## src/rtl/cop0_exception_unit_pkg.sv

```systemverilog
// cop0_pkg: COP0 register numbers, encodings, field positions and FSM states
package cop0_pkg;
    localparam logic [4:0] REG_STATUS = 5'd12;
    localparam logic [4:0] REG_CAUSE  = 5'd13;
    localparam logic [4:0] REG_EPC    = 5'd14;
    localparam logic [4:0] EXC_INT    = 5'd0;
    localparam logic [4:0] EXC_SYS    = 5'd8;
    localparam logic [4:0] RS_MF      = 5'b00000;
    localparam logic [4:0] RS_MT      = 5'b00100;
    localparam logic [4:0] RS_CO      = 5'b10000;
    localparam logic [5:0] ERET_FUNCT = 6'b011000;
    localparam int STATUS_IE  = 0;
    localparam int STATUS_EXL = 1;
    localparam int IM_LSB     = 8;
    localparam int IP_LSB     = 8;
    localparam int EXC_LSB    = 2;
    typedef enum logic {RUN, HANDLER} state_t;
endpackage

```

## src/rtl/cop0_exception_unit_if.sv

```systemverilog
// cop0_exception_unit_if: retire/decode bus between the datapath and COP0
interface cop0_exception_unit_if;
    logic        instr_valid;
    logic [31:0] pc;
    logic        is_cop0;
    logic        is_syscall;
    logic [4:0]  cop0_rs;
    logic [4:0]  cop0_rd;
    logic [5:0]  funct;
    logic [31:0] wdata;
    logic [31:0] rdata;
    logic        redirect;
    logic [31:0] redirect_pc;
    logic        flush;
    logic        exl;
    modport master (
        output instr_valid, pc, is_cop0, is_syscall, cop0_rs, cop0_rd, funct, wdata,
        input  rdata, redirect, redirect_pc, flush, exl
    );
    modport slave (
        input  instr_valid, pc, is_cop0, is_syscall, cop0_rs, cop0_rd, funct, wdata,
        output rdata, redirect, redirect_pc, flush, exl
    );
endinterface

```

## src/rtl/cop0_exception_unit_irq_pending_latch.sv

```systemverilog
// irq_pending_latch: edge-detects irq lines into sticky pending bits with write-1-to-clear
module irq_pending_latch #(
    parameter int IRQ_W = 3
) (
    input  logic             clk,
    input  logic             rst_n,
    input  logic [IRQ_W-1:0] irq,
    input  logic [IRQ_W-1:0] clr,
    output logic [IRQ_W-1:0] ip
);
    logic [IRQ_W-1:0] irqPrev;
    // a rising edge sets a pending bit; an edge in the same cycle as its clear wins
    always_ff @(posedge clk or negedge rst_n) begin
        if (!rst_n) begin
            irqPrev <= '0;
            ip      <= '0;
        end else begin
            irqPrev <= irq;
            ip      <= (ip & ~clr) | (irq & ~irqPrev);
        end
    end
endmodule

```

## src/rtl/cop0_exception_unit.sv

```systemverilog
// cop0_exception_unit: Status/Cause/EPC, syscall/interrupt entry, eret return and PC redirect
module cop0_exception_unit
    import cop0_pkg::*;
#(
    parameter int          IRQ_W      = 3,
    parameter logic [31:0] EXC_VECTOR = 32'h8000_0180
) (
    input  logic                  clk,
    input  logic                  rst_n,
    input  logic [IRQ_W-1:0]      irq,
    cop0_exception_unit_if.slave  bus
);
    state_t           state;
    logic             ie;
    logic [IRQ_W-1:0] im;
    logic [IRQ_W-1:0] ip;
    logic [IRQ_W-1:0] ipClr;
    logic [4:0]       excCode;
    logic [31:0]      epc;
    logic             redirect;
    logic [31:0]      redirectPc;
    logic             isMfc0;
    logic             isMtc0;
    logic             isEret;
    logic             intReq;
    logic             sysTake;
    logic             intTake;
    logic             eretTake;
    logic             mtWrite;
    logic [31:0]      statusVal;
    logic [31:0]      causeVal;

    irq_pending_latch #(.IRQ_W(IRQ_W)) uLatch (
        .clk   (clk),
        .rst_n (rst_n),
        .irq   (irq),
        .clr   (ipClr),
        .ip    (ip)
    );

    // decode and action priority: syscall > interrupt > eret > mtc0, all gated by a retire
    always_comb begin
        isMfc0    = bus.is_cop0 & (bus.cop0_rs == RS_MF);
        isMtc0    = bus.is_cop0 & (bus.cop0_rs == RS_MT);
        isEret    = bus.is_cop0 & (bus.cop0_rs == RS_CO) & (bus.funct == ERET_FUNCT);
        intReq    = ie & (state == RUN) & |(ip & im);
        sysTake   = bus.instr_valid & bus.is_syscall;
        intTake   = bus.instr_valid & ~bus.is_syscall & intReq;
        eretTake  = bus.instr_valid & ~bus.is_syscall & ~intTake & isEret & (state == HANDLER);
        mtWrite   = bus.instr_valid & ~bus.is_syscall & ~intTake & isMtc0;
        ipClr     = (mtWrite & (bus.cop0_rd == REG_CAUSE)) ? bus.wdata[IP_LSB +: IRQ_W] : '0;
        statusVal = 32'(ie) << STATUS_IE | 32'(state == HANDLER) << STATUS_EXL | 32'(im) << IM_LSB;
        causeVal  = 32'(ip) << IP_LSB | 32'(excCode) << EXC_LSB;
        bus.rdata = !isMfc0                    ? 32'd0 :
                    bus.cop0_rd == REG_STATUS  ? statusVal :
                    bus.cop0_rd == REG_CAUSE   ? causeVal :
                    bus.cop0_rd == REG_EPC     ? epc : 32'd0;
    end

    assign bus.flush       = intTake;
    assign bus.exl         = state == HANDLER;
    assign bus.redirect    = redirect;
    assign bus.redirect_pc = redirectPc;

    // RUN/HANDLER FSM with the COP0 registers and the registered redirect pulse
    always_ff @(posedge clk or negedge rst_n) begin
        if (!rst_n) begin
            state      <= RUN;
            ie         <= 1'b0;
            im         <= '0;
            excCode    <= EXC_INT;
            epc        <= 32'd0;
            redirect   <= 1'b0;
            redirectPc <= 32'd0;
        end else begin
            redirect <= sysTake | intTake | eretTake;
            if (sysTake | intTake)
                redirectPc <= EXC_VECTOR;
            else if (eretTake)
                redirectPc <= epc;
            if (sysTake) begin
                if (state == RUN)
                    epc <= bus.pc + 32'd4;
                excCode <= EXC_SYS;
                state   <= HANDLER;
            end else if (intTake) begin
                epc     <= bus.pc;
                excCode <= EXC_INT;
                state   <= HANDLER;
            end else if (eretTake) begin
                state <= RUN;
            end else if (mtWrite) begin
                if (bus.cop0_rd == REG_STATUS) begin
                    ie <= bus.wdata[STATUS_IE];
                    im <= bus.wdata[IM_LSB +: IRQ_W];
                end
                if (bus.cop0_rd == REG_EPC)
                    epc <= bus.wdata;
            end
        end
    end
endmodule

```

## src/flat_wrapper.sv

```systemverilog
// flat-port wrapper written by rule: the top's interface ports become plain ports
module cop0_exception_unit_flat import cop0_pkg::*;
#(
    parameter int          IRQ_W      = 3,
    parameter logic [31:0] EXC_VECTOR = 32'h8000_0180
)
  (clk, rst_n, irq, bus_instr_valid, bus_pc, bus_is_cop0, bus_is_syscall, bus_cop0_rs, bus_cop0_rd, bus_funct, bus_wdata, bus_rdata, bus_redirect, bus_redirect_pc, bus_flush, bus_exl);
  cop0_exception_unit_if bus_i ();
  input  logic clk;
  input  logic rst_n;
  input  logic [IRQ_W-1:0] irq;
  input wire logic [$bits(bus_i.instr_valid)-1:0] bus_instr_valid;
  input wire logic [$bits(bus_i.pc)-1:0] bus_pc;
  input wire logic [$bits(bus_i.is_cop0)-1:0] bus_is_cop0;
  input wire logic [$bits(bus_i.is_syscall)-1:0] bus_is_syscall;
  input wire logic [$bits(bus_i.cop0_rs)-1:0] bus_cop0_rs;
  input wire logic [$bits(bus_i.cop0_rd)-1:0] bus_cop0_rd;
  input wire logic [$bits(bus_i.funct)-1:0] bus_funct;
  input wire logic [$bits(bus_i.wdata)-1:0] bus_wdata;
  output wire logic [$bits(bus_i.rdata)-1:0] bus_rdata;
  output wire logic [$bits(bus_i.redirect)-1:0] bus_redirect;
  output wire logic [$bits(bus_i.redirect_pc)-1:0] bus_redirect_pc;
  output wire logic [$bits(bus_i.flush)-1:0] bus_flush;
  output wire logic [$bits(bus_i.exl)-1:0] bus_exl;
  assign bus_i.instr_valid = bus_instr_valid;
  assign bus_i.pc = bus_pc;
  assign bus_i.is_cop0 = bus_is_cop0;
  assign bus_i.is_syscall = bus_is_syscall;
  assign bus_i.cop0_rs = bus_cop0_rs;
  assign bus_i.cop0_rd = bus_cop0_rd;
  assign bus_i.funct = bus_funct;
  assign bus_i.wdata = bus_wdata;
  assign bus_rdata = bus_i.rdata;
  assign bus_redirect = bus_i.redirect;
  assign bus_redirect_pc = bus_i.redirect_pc;
  assign bus_flush = bus_i.flush;
  assign bus_exl = bus_i.exl;
  cop0_exception_unit #(.IRQ_W(IRQ_W), .EXC_VECTOR(EXC_VECTOR)) u_core (.clk(clk), .rst_n(rst_n), .irq(irq), .bus(bus_i));
endmodule
```

## config.mk

```make
export PLATFORM = sky130hd
export DESIGN_NAME = cop0_exception_unit_flat
export DESIGN_NICKNAME = d
export VERILOG_FILES = /design/src/rtl/cop0_exception_unit_pkg.sv /design/src/rtl/cop0_exception_unit_if.sv /design/src/rtl/cop0_exception_unit_irq_pending_latch.sv /design/src/rtl/cop0_exception_unit.sv /design/src/flat_wrapper.sv
export SDC_FILE = /design/constraint.sdc
export NUM_CORES = 1
export LEC_CHECK = 0
export BUFFER_PORTS_ARGS = -buffer_cell sky130_fd_sc_hd__buf_2
export CORE_UTILIZATION = 45
export CTS_BUF_LIST = sky130_fd_sc_hd__clkbuf_8
export CTS_CLUSTER_DIAMETER = 100
export DETAILED_ROUTE_END_ITERATION = 8
export PLACE_DENSITY = 0.73
export SETUP_SLACK_MARGIN = 0.5
export SLEW_MARGIN = 20
export SYNTH_ARGS = -nofsm -noshare
export SYNTH_HDL_FRONTEND = slang
export SYNTH_SLANG_ARGS = --single-unit
export TNS_END_PERCENT = 20
```

## constraint.sdc

```tcl
create_clock -name clk -period 2.7 [get_ports clk]
set_clock_uncertainty 0.05 [all_clocks]
set_input_delay 0.54 -clock clk [delete_from_list [all_inputs] [get_ports clk]]
set_output_delay 0.54 -clock clk [all_outputs]
set_load 0.01 [all_outputs]
```

==> reports/metrics.yaml, run 1 <==
vias: 4614
fin_util: 0.628
viasPerCell: 5.67
n_fill_cell: 867
die-area_mm2: 0.0100
endpoint_kind: "output port"
grt_max_degree: 45
violations: "negative setup slack"
multiInputGateArea_mm2: 0.00235
critPathArrivalTime_ns: 2.13
ys_ff_latch: 77
syn_area_mm2: 0.00434
antenna_cells: 0
synth_flop_cell: "dfrtp_1"
synthCells: 526
hpwl_um: 10500
finalWorstSetupSlack_ns: -0.0197
ys_warn_count: 0
drt-pass1-iter-count: 5
ys_types: 56
drv_slew: 0
ir_worst_vdd_uv: 261
cts_tree: "built"
dp.cells: 798
clk_pin_slew_worst_paths_ns: 0.09
cts_root_buffer: "clkbuf_8"
rsz0062_at_grt: "yes"
wirelength_um: 14400
yosysSeqAreaShare: 0.444
ant_nets: 0
leakage_nw: 2.90
max_cap_viol_count: 0
fin_area_mm2: 0.00583
fin_cells: 814
num_rows: 35
final-seq-area_mm2: 0.00193
cp-start-kind: "input pin"
htree_levels: 3
gp_congestion: 0.898
power_mw: 2.71
ff2ff_setup_slack_ns: 0.46
swShare: 0.289
comb_power_share: 0.126
placed_cell_area_mm2: 0.00541
preCtsSetupSlack_ns: -0.0766
crit_path_max_fanout: 26
status: "finished, violations left"
grt_pass1_wl_um: 22700
grt_pass1_vias: 4265
grt.overflow.total: 0
p_switching_uw: 784
fin_crit_ns: 2.72
cts_hold_buf: 0
clock_latency_ns: 0.36
grt_usage: 0.296
power.internal_mw: 1.93
setup_viol: 24
drc: 0
drtIter0Drc: 244
finalCritPeriodShare: 1.01
power.share.sequential: 0.509
syn-num-nets: 615
powerDensity_mw_per_mm2: 465
finalSetupTns_ns: -0.176
syn_area_per_cell_um2: 8.25
required_ns: 2.11
worstHoldPathType: "input pin to asynchronous set/reset pin"
worst-setup-path-type: "input pin to output port"
die_h_um: 100
slew_headroom: 0.666
boundaryPins: 155
routedWlPerCell_um: 17.7
clkPwrFrac: 0.365
numCtsBuffers: 9
holdWs_ns: 0.0721
antenna_found_initial: 0
synthArstFlopShare: 1.00
final_layout_size_suffix_gt1_frac: 0.346
coreArea_mm2: 0.00928
worst_pin_slew_ns: 0.489
max_freq_mhz: 368
nets: 769
cts_sinks: 77
clk_path_buf_depth: 2
start_util: 0.468
area_growth_syn_to_layout_pct: 34.3
portBuffers: 154
synth-edff-count: 0
hold_viol: 0
chipWidth_um: 100
==> state kept, by name, indices dropped and copies added (netlist names) <==
name / count
u_core.bus.redirect_pc: 32
u_core.epc: 32
u_core.im: 3
u_core.uLatch.ip: 3
u_core.uLatch.irqPrev: 3
u_core.bus.exl: 1
u_core.bus.redirect: 1
u_core.excCode: 1
u_core.ie: 1
==> cells in the final DEF (no fill, tap or decap), drive strengths merged, types with 11 or more instances in the layout <==
cell type,n
nor2,44
inv,12
o21ai,30
a21oi,11
o31ai,13
and2,30
dfrtp,77
nand2,117
buf,177
nand3,45
nand4,13
==> timing repair <==
action / CTS / global route
buffers inserted: 0 / 0
setup endpoints to repair: 34 / 39
pin swaps: 15 / 9
gates resized for setup: 29 / 9
endpoints found under the hold margin: 0 / 0
==> worst paths after layout <==
check | startpoint | end | cells past startpoint
worst max-delay path | bus_cop0_rs[1] | bus_rdata[26] | 7
worst min-delay path | rst_n | u_core.uLatch.ip[0] | 1
worst max register to register | u_core.uLatch.ip[0] | u_core.epc[24] | 8
worst min register to register | u_core.uLatch.irqPrev[1] | u_core.uLatch.ip[1] | 1
max in group asynchronous | rst_n | u_core.epc[11] | 2
min in group clk | irq[2] | u_core.uLatch.irqPrev[2] | 1
==> logic make-up after synthesis <==
| kind of cell | count (synthesis) | synth area share |
|---|---|---|
| DFF | 77 | 0.444 |
| AOI/OAI and AO/OA | 106 | 0.170 |
| and+or+nand+nor | 287 | 0.315 |
| adders and majority gates | 1 | 0.00288 |
| buffers and inverters | 44 | 0.0404 |
| muxes | 11 | 0.0277 |
==> per-layer routing <==
layer	up-vias	track usage	part of all wire
li1	2185	-	-
met1	2194	0.429	0.45
met2	202	0.434	0.47
met3	33	0.0425	0.061
met4	0	0.142	0.029
met5	-	0	0
==> synth_stat cells (2+ instances only) <==
master	instances	share of area
a211o_1	3	0.0061
a211oi_1	4	0.0069
a21oi_1	11	0.013
a221oi_1	2	0.0040
a22o_1	2	0.0040
a22oi_1	5	0.0086
a2bb2oi_1	2	0.0040
a311oi_1	4	0.0081
a31oi_1	3	0.0043
and2_1	29	0.042
and3_1	8	0.012
and4_1	6	0.012
buf_1	4	0.0035
buf_2	6	0.0069
clkbuf_1	22	0.019
clkbuf_2	2	0.0023
dfrtp_1	77	0.44
inv_1	9	0.0078
mux2_2	8	0.021
mux2i_1	3	0.0069
nand2_1	117	0.10
nand3_1	45	0.052
nand3b_1	2	0.0035
nand4_1	13	0.019
nor2_1	44	0.038
nor3_1	9	0.010
nor4_1	4	0.0058
o21a_1	2	0.0035
o21ai_0	29	0.033
o221ai_1	3	0.0061
o22ai_1	4	0.0058
o31a_1	3	0.0061
o31ai_1	13	0.022
o32ai_1	2	0.0040
o41ai_1	4	0.0081
or3_1	2	0.0029
==> critical path, stage by stage <==
cell and delay [ns]:
buf_6 0.09, or4b_4 0.52, or3_4 0.36, nor3_4 0.15
buf_12 0.19, and2_4 0.16, buf_6 0.10
==> area by class of cell <==
type                       count  area share
sequential                    77       0.331
tap                          129      0.0277
clock inverter                 7      0.0167
timing repair buffer         177       0.193
clock buffer                   9      0.0212
inverter                      10     0.00773
multi-input combinational    405       0.403
==> power by group through the flow <==
stage	Clock (mW)	Sequential, mW	Combinational, mW
2_1_floorplan	0	1.33	0.173
3_3_place_gp	0	1.40	0.326
3_5_place_dp	0	1.39	0.335
4_1_cts	1.00	1.37	0.339
5_1_grt	1.05	1.39	0.387
6_report	0.991	1.38	0.342
Power figures use the tool's default switching activity.
==> run 2: changes to the inputs <==
Settings changed: CORE_MARGIN set to 4, PLACE_DENSITY 0.73 to unset, PLACE_DENSITY_LB_ADDON set to 0.12.
Clock period 2.7 ns to 3.2 ns, I/O delays scaled along.
==> reports/metrics.yaml, run 2 (synthesis gave the netlist of run 1 again) <==
fin_util: 0.598
cts_resized: 0
hold_viol: 0
required_ns: 2.51
cts_root_buffer: "clkbuf_8"
final_cell_mix: "buf_2, nand2_1, dfrtp_1, nand3_1, nor2_1"
hpwl_um: 10400
endpoint_kind: "output port"
n_fill_cell: 889
slew_headroom: 0.560
finalSetupTns_ns: 0
critPathArrivalTime_ns: 2.28
status: "complete, no violations"
viasPerCell: 5.60
antenna_found_initial: 0
drtIter0Drc: 336
chipWidth_um: 106
r2r_cells: 6
cts_tree: "built"
cp-start-kind: "input pin"
cp_num_buf_inv: 3
grt_max_degree: 78
nets: 761
leakage_nw: 2.84
clk_path_buf_depth: 2
coreArea_mm2: 0.00933
clock_latency_ns: 0.35
finalCritPeriodShare: 0.929
drv_slew: 0
vias: 4516
max_freq_mhz: 336
antenna_cells: 0
clk_pin_slew_worst_paths_ns: 0.09
worst_pin_slew_ns: 0.660
grt_pass1_vias: 4268
boundaryPins: 155
die-area_mm2: 0.0113
ant_nets: 0
final_layout_size_suffix_gt1_frac: 0.323
die_h_um: 106
slowest_delay_ns: 0.53
numCtsBuffers: 9
power_mw: 2.27
cts_hold_buf: 0
htree_levels: 3
drt-pass1-iter-count: 5
ir_worst_vdd_uv: 182
crit_chain: "buf_2, or4b_4, or3_1, nor3_4, buf_12, and2_4, buf_2"
routedWlPerCell_um: 17.1
crit_top_cell: "buf_2"
critPathTopFamily: "simple AND/OR/NAND/NOR gates"
fin_crit_ns: 2.97
worst-setup-path-type: "input pin to output port"
grt_pass1_wl_um: 21700
setup_viol: 0
start_util: 0.465
portBuffers: 154
drc: 0
powerDensity_mw_per_mm2: 407
num_rows: 35
area_growth_syn_to_layout_pct: 28.4
worstHoldPathType: "input pin to asynchronous set/reset pin"
grt.overflow.total: 0
cts_sinks: 77
grt_usage: 0.242
post_cts_buffers: 0
crit_path_max_fanout: 26
gp_congestion: 0.909
cp_slowest_cell: "or4b_4"
max_cap_viol_count: 0
final_common_cell: "buf_2"
crit_cells: 7
wirelength_um: 13800
rsz0062_at_grt: "yes"
==> run 2: worst reg2reg max path, stage by stage (launching register included) <==
cell and delay (ns):
dfrtp_1 0.41, a222oi_1 0.35, buf_4 0.20, o21a_1 0.56
a311oi_1 0.11, a2111oi_0 0.43, a21o_1 0.13
==> run 2: through the flow <==
| stage | instances | setup WS [ns] | hold WS [ns] | instance area, um^2 |
|---|---|---|---|---|
| after floorplan | 526 | 0.332 | 0.294 | 4420 |
| after global placement | 789 | 0.255 | 0.353 | 5330 |
| after detailed placement | 789 | 0.222 | 0.365 | 5330 |
| after CTS | 805 | 0.221 | 0.345 | 5550 |
| after global routing | 806 | 0.159 | 0.182 | 5570 |
| final | 806 | 0.226 | 0.162 | 5570 |
==> run 2: power breakdown <==
| group | total, mW | switching [mW] | leakage, nW | internal, mW |
|---|---|---|---|---|
| Combinational | 0.281 | 0.156 | 1.75 | 0.125 |
| Sequential | 1.16 | 0.102 | 0.977 | 1.06 |
| Clock | 0.828 | 0.384 | 0.112 | 0.444 |
==> run 2: cell type report <==
| class | count | area [um^2] | area share |
|---|---|---|---|
| Multi-Input combinational cell | 405 | 2300 | 0.412 |
| Sequential cell | 77 | 1930 | 0.346 |
| Timing Repair Buffer | 169 | 931 | 0.167 |
| Tap cell | 129 | 161 | 0.0290 |
| Clock buffer | 9 | 124 | 0.0222 |
| Clock inverter | 7 | 97.6 | 0.0175 |
| Inverter | 10 | 37.5 | 0.00673 |
==> run 2: path summary, 6_finish.rpt <==
kind,startpoint,endpoint,slack [ns]
worst min-delay path,rst_n,u_core.bus.redirect_pc[3],0.16
worst max register to register,u_core.uLatch.ip[1],u_core.epc[13],0.91
min in group clk,irq[0],u_core.uLatch.irqPrev[0],0.35
worst min register to register,u_core.uLatch.irqPrev[1],u_core.uLatch.ip[1],0.37
worst max-delay path,bus_cop0_rs[1],bus_rdata[16],0.23
max in group asynchronous,rst_n,u_core.epc[27],2.36
==> run 2: metal layers <==
layer	vias to the layer above	wire, um	GRT usage
met5	-	0	0
met4	0	190	0.0555
met3	21	1110	0.0419
met2	225	6180	0.367
met1	2101	6310	0.362
li1	2169	-	-
==> run 3: changes to the inputs <==
Settings changed: CORE_MARGIN 4 to unset.
==> reports/metrics.yaml, run 3 (synthesis gave the netlist of run 1 again) <==
status: "complete, no violations"
setup_viol: 0
use_met3: 0.0418
slew_headroom: 0.347
drv_slew: 0
finalSetupTns_ns: 0
hpwl_um: 9940
clk_pin_slew_worst_paths_ns: 0.08
numCtsBuffers: 9
endpoint_kind: "output port"
nets: 765
rsz0062_at_grt: "yes"
critPathArrivalTime_ns: 2.35
max_cap_viol_count: 0
drt-pass1-iter-count: 5
clk_path_buf_depth: 2
final_cell_mix: "buf_2, nand2_1, dfrtp_1, nand3_1, nor2_1"
cts_sinks: 77
grt.overflow.total: 0
final_common_cell: "buf_2"
powerDensity_mw_per_mm2: 388
htree_levels: 3
area_growth_syn_to_layout_pct: 30.1
final_layout_size_suffix_gt1_frac: 0.332
die_h_um: 100
fin_cells: 812
gp_congestion: 0.924
grt_usage: 0.269
hold_viol: 0
drtIter0Drc: 294
portBuffers: 154
clock_latency_ns: 0.34
drc: 0
worstHoldPathType: "input pin to flop"
grt_util_met1: 0.414
worst-setup-path-type: "input pin to output port"
vias: 4608
start_util: 0.468
coreArea_mm2: 0.00928
grt_pass1_vias: 3908
worst_pin_slew_ns: 0.980
finalCritPeriodShare: 0.952
grt_pass1_wl_um: 20700
ant_nets: 0
required_ns: 2.51
crit_path_max_fanout: 13
routedWlPerCell_um: 16.8
leakage_nw: 2.86
max_freq_mhz: 328
wirelength_um: 13700
viasPerCell: 5.67
cp-start-kind: "input pin"
fin_crit_ns: 3.04
die-area_mm2: 0.0100
boundaryPins: 155
groute.layer.met2.usage: 0.386
holdWs_ns: 0.358
chipWidth_um: 100
num_rows: 35
preCtsSetupSlack_ns: 0.189
cts_tree: "built"
cts_hold_buf: 0
cts_root_buffer: "clkbuf_8"
ir_worst_vdd_uv: 199
antenna_found_initial: 2
busiest_layer: "met1"
grt_max_degree: 78
finalWorstSetupSlack_ns: 0.155
dp.cells: 791
[run 3: cell types whose count changed in the layout (fill, tap and decap cells not counted), sizes merged]
cell      change
bufinv        -1
inv           -1
clkbuf        +2
buf           +2
clkinvlp      +1
diode         +2
clkinv        +1
[run 3: cell type report]
class	count	area, um^2
clock inverters	7	72.6
repair buffers	173	1020
fillers	883	3640
diodes	2	5.00
multi-input cells	405	2300
well taps	129	161
inverters	10	37.5
flip-flops and latches	77	1930
clock buffers	9	124
[run 3: path summary, 6_finish.rpt]
check                      slack (ns)  depth (start not counted)                   endpoint                startpoint
setup / recovery                 0.16                          8               bus_rdata[3]            bus_cop0_rs[1]
hold / removal                   0.36                          1   u_core.uLatch.irqPrev[0]                    irq[0]
setup reg to reg                 0.90                          6             u_core.epc[17]            u_core.bus.exl
hold reg to reg                  0.36                          1        u_core.uLatch.ip[1]  u_core.uLatch.irqPrev[1]
max in group asynchronous        2.07                          1        u_core.uLatch.ip[0]                     rst_n
min in group asynchronous        0.39                          1  u_core.bus.redirect_pc[9]                     rst_n
[run 3: power breakdown]
part	total [mW]	switching (mW)	leakage, nW	internal [mW]
sequential	1.16	0.104	0.977	1.06
clock	0.746	0.383	0.0960	0.363
combinational	0.281	0.158	1.79	0.124
total	2.19	0.644	2.86	1.55
[run 3: through the flow]
step	instance area [um^2]	util	power (mW)
global placement	5340	0.575	1.45
finish	5650	0.608	2.19
global route	5650	0.608	2.29
CTS	5540	0.596	2.19
floorplan	4420	-	1.27
detailed placement	5340	0.575	1.45
[run 3: worst max-delay path, cell delays in order]
cell and delay [ns]:
buf_6 0.09, or4b_4 0.55, or3_4 0.37, nor3_4 0.13, buf_6 0.16, clkbuf_16 0.16, and2_1 0.13, buf_2 0.12
[run 3: what timing repair did]
| item | in CTS | in global routing |
|---|---|---|
| gates cloned | 0 | 2 |
| resized for setup | 0 | 9 |
| buffers inserted | 0 | 1 |
| endpoints found under the setup margin | 32 | 32 |
[run 3: layer usage]
layer	share of wire	wire length, um	up-vias
li1	-	-	2186
met1	0.47	6420	2187
met2	0.45	6090	219
met3	0.072	981	16
met4	0.014	191	0
met5	0	0	-
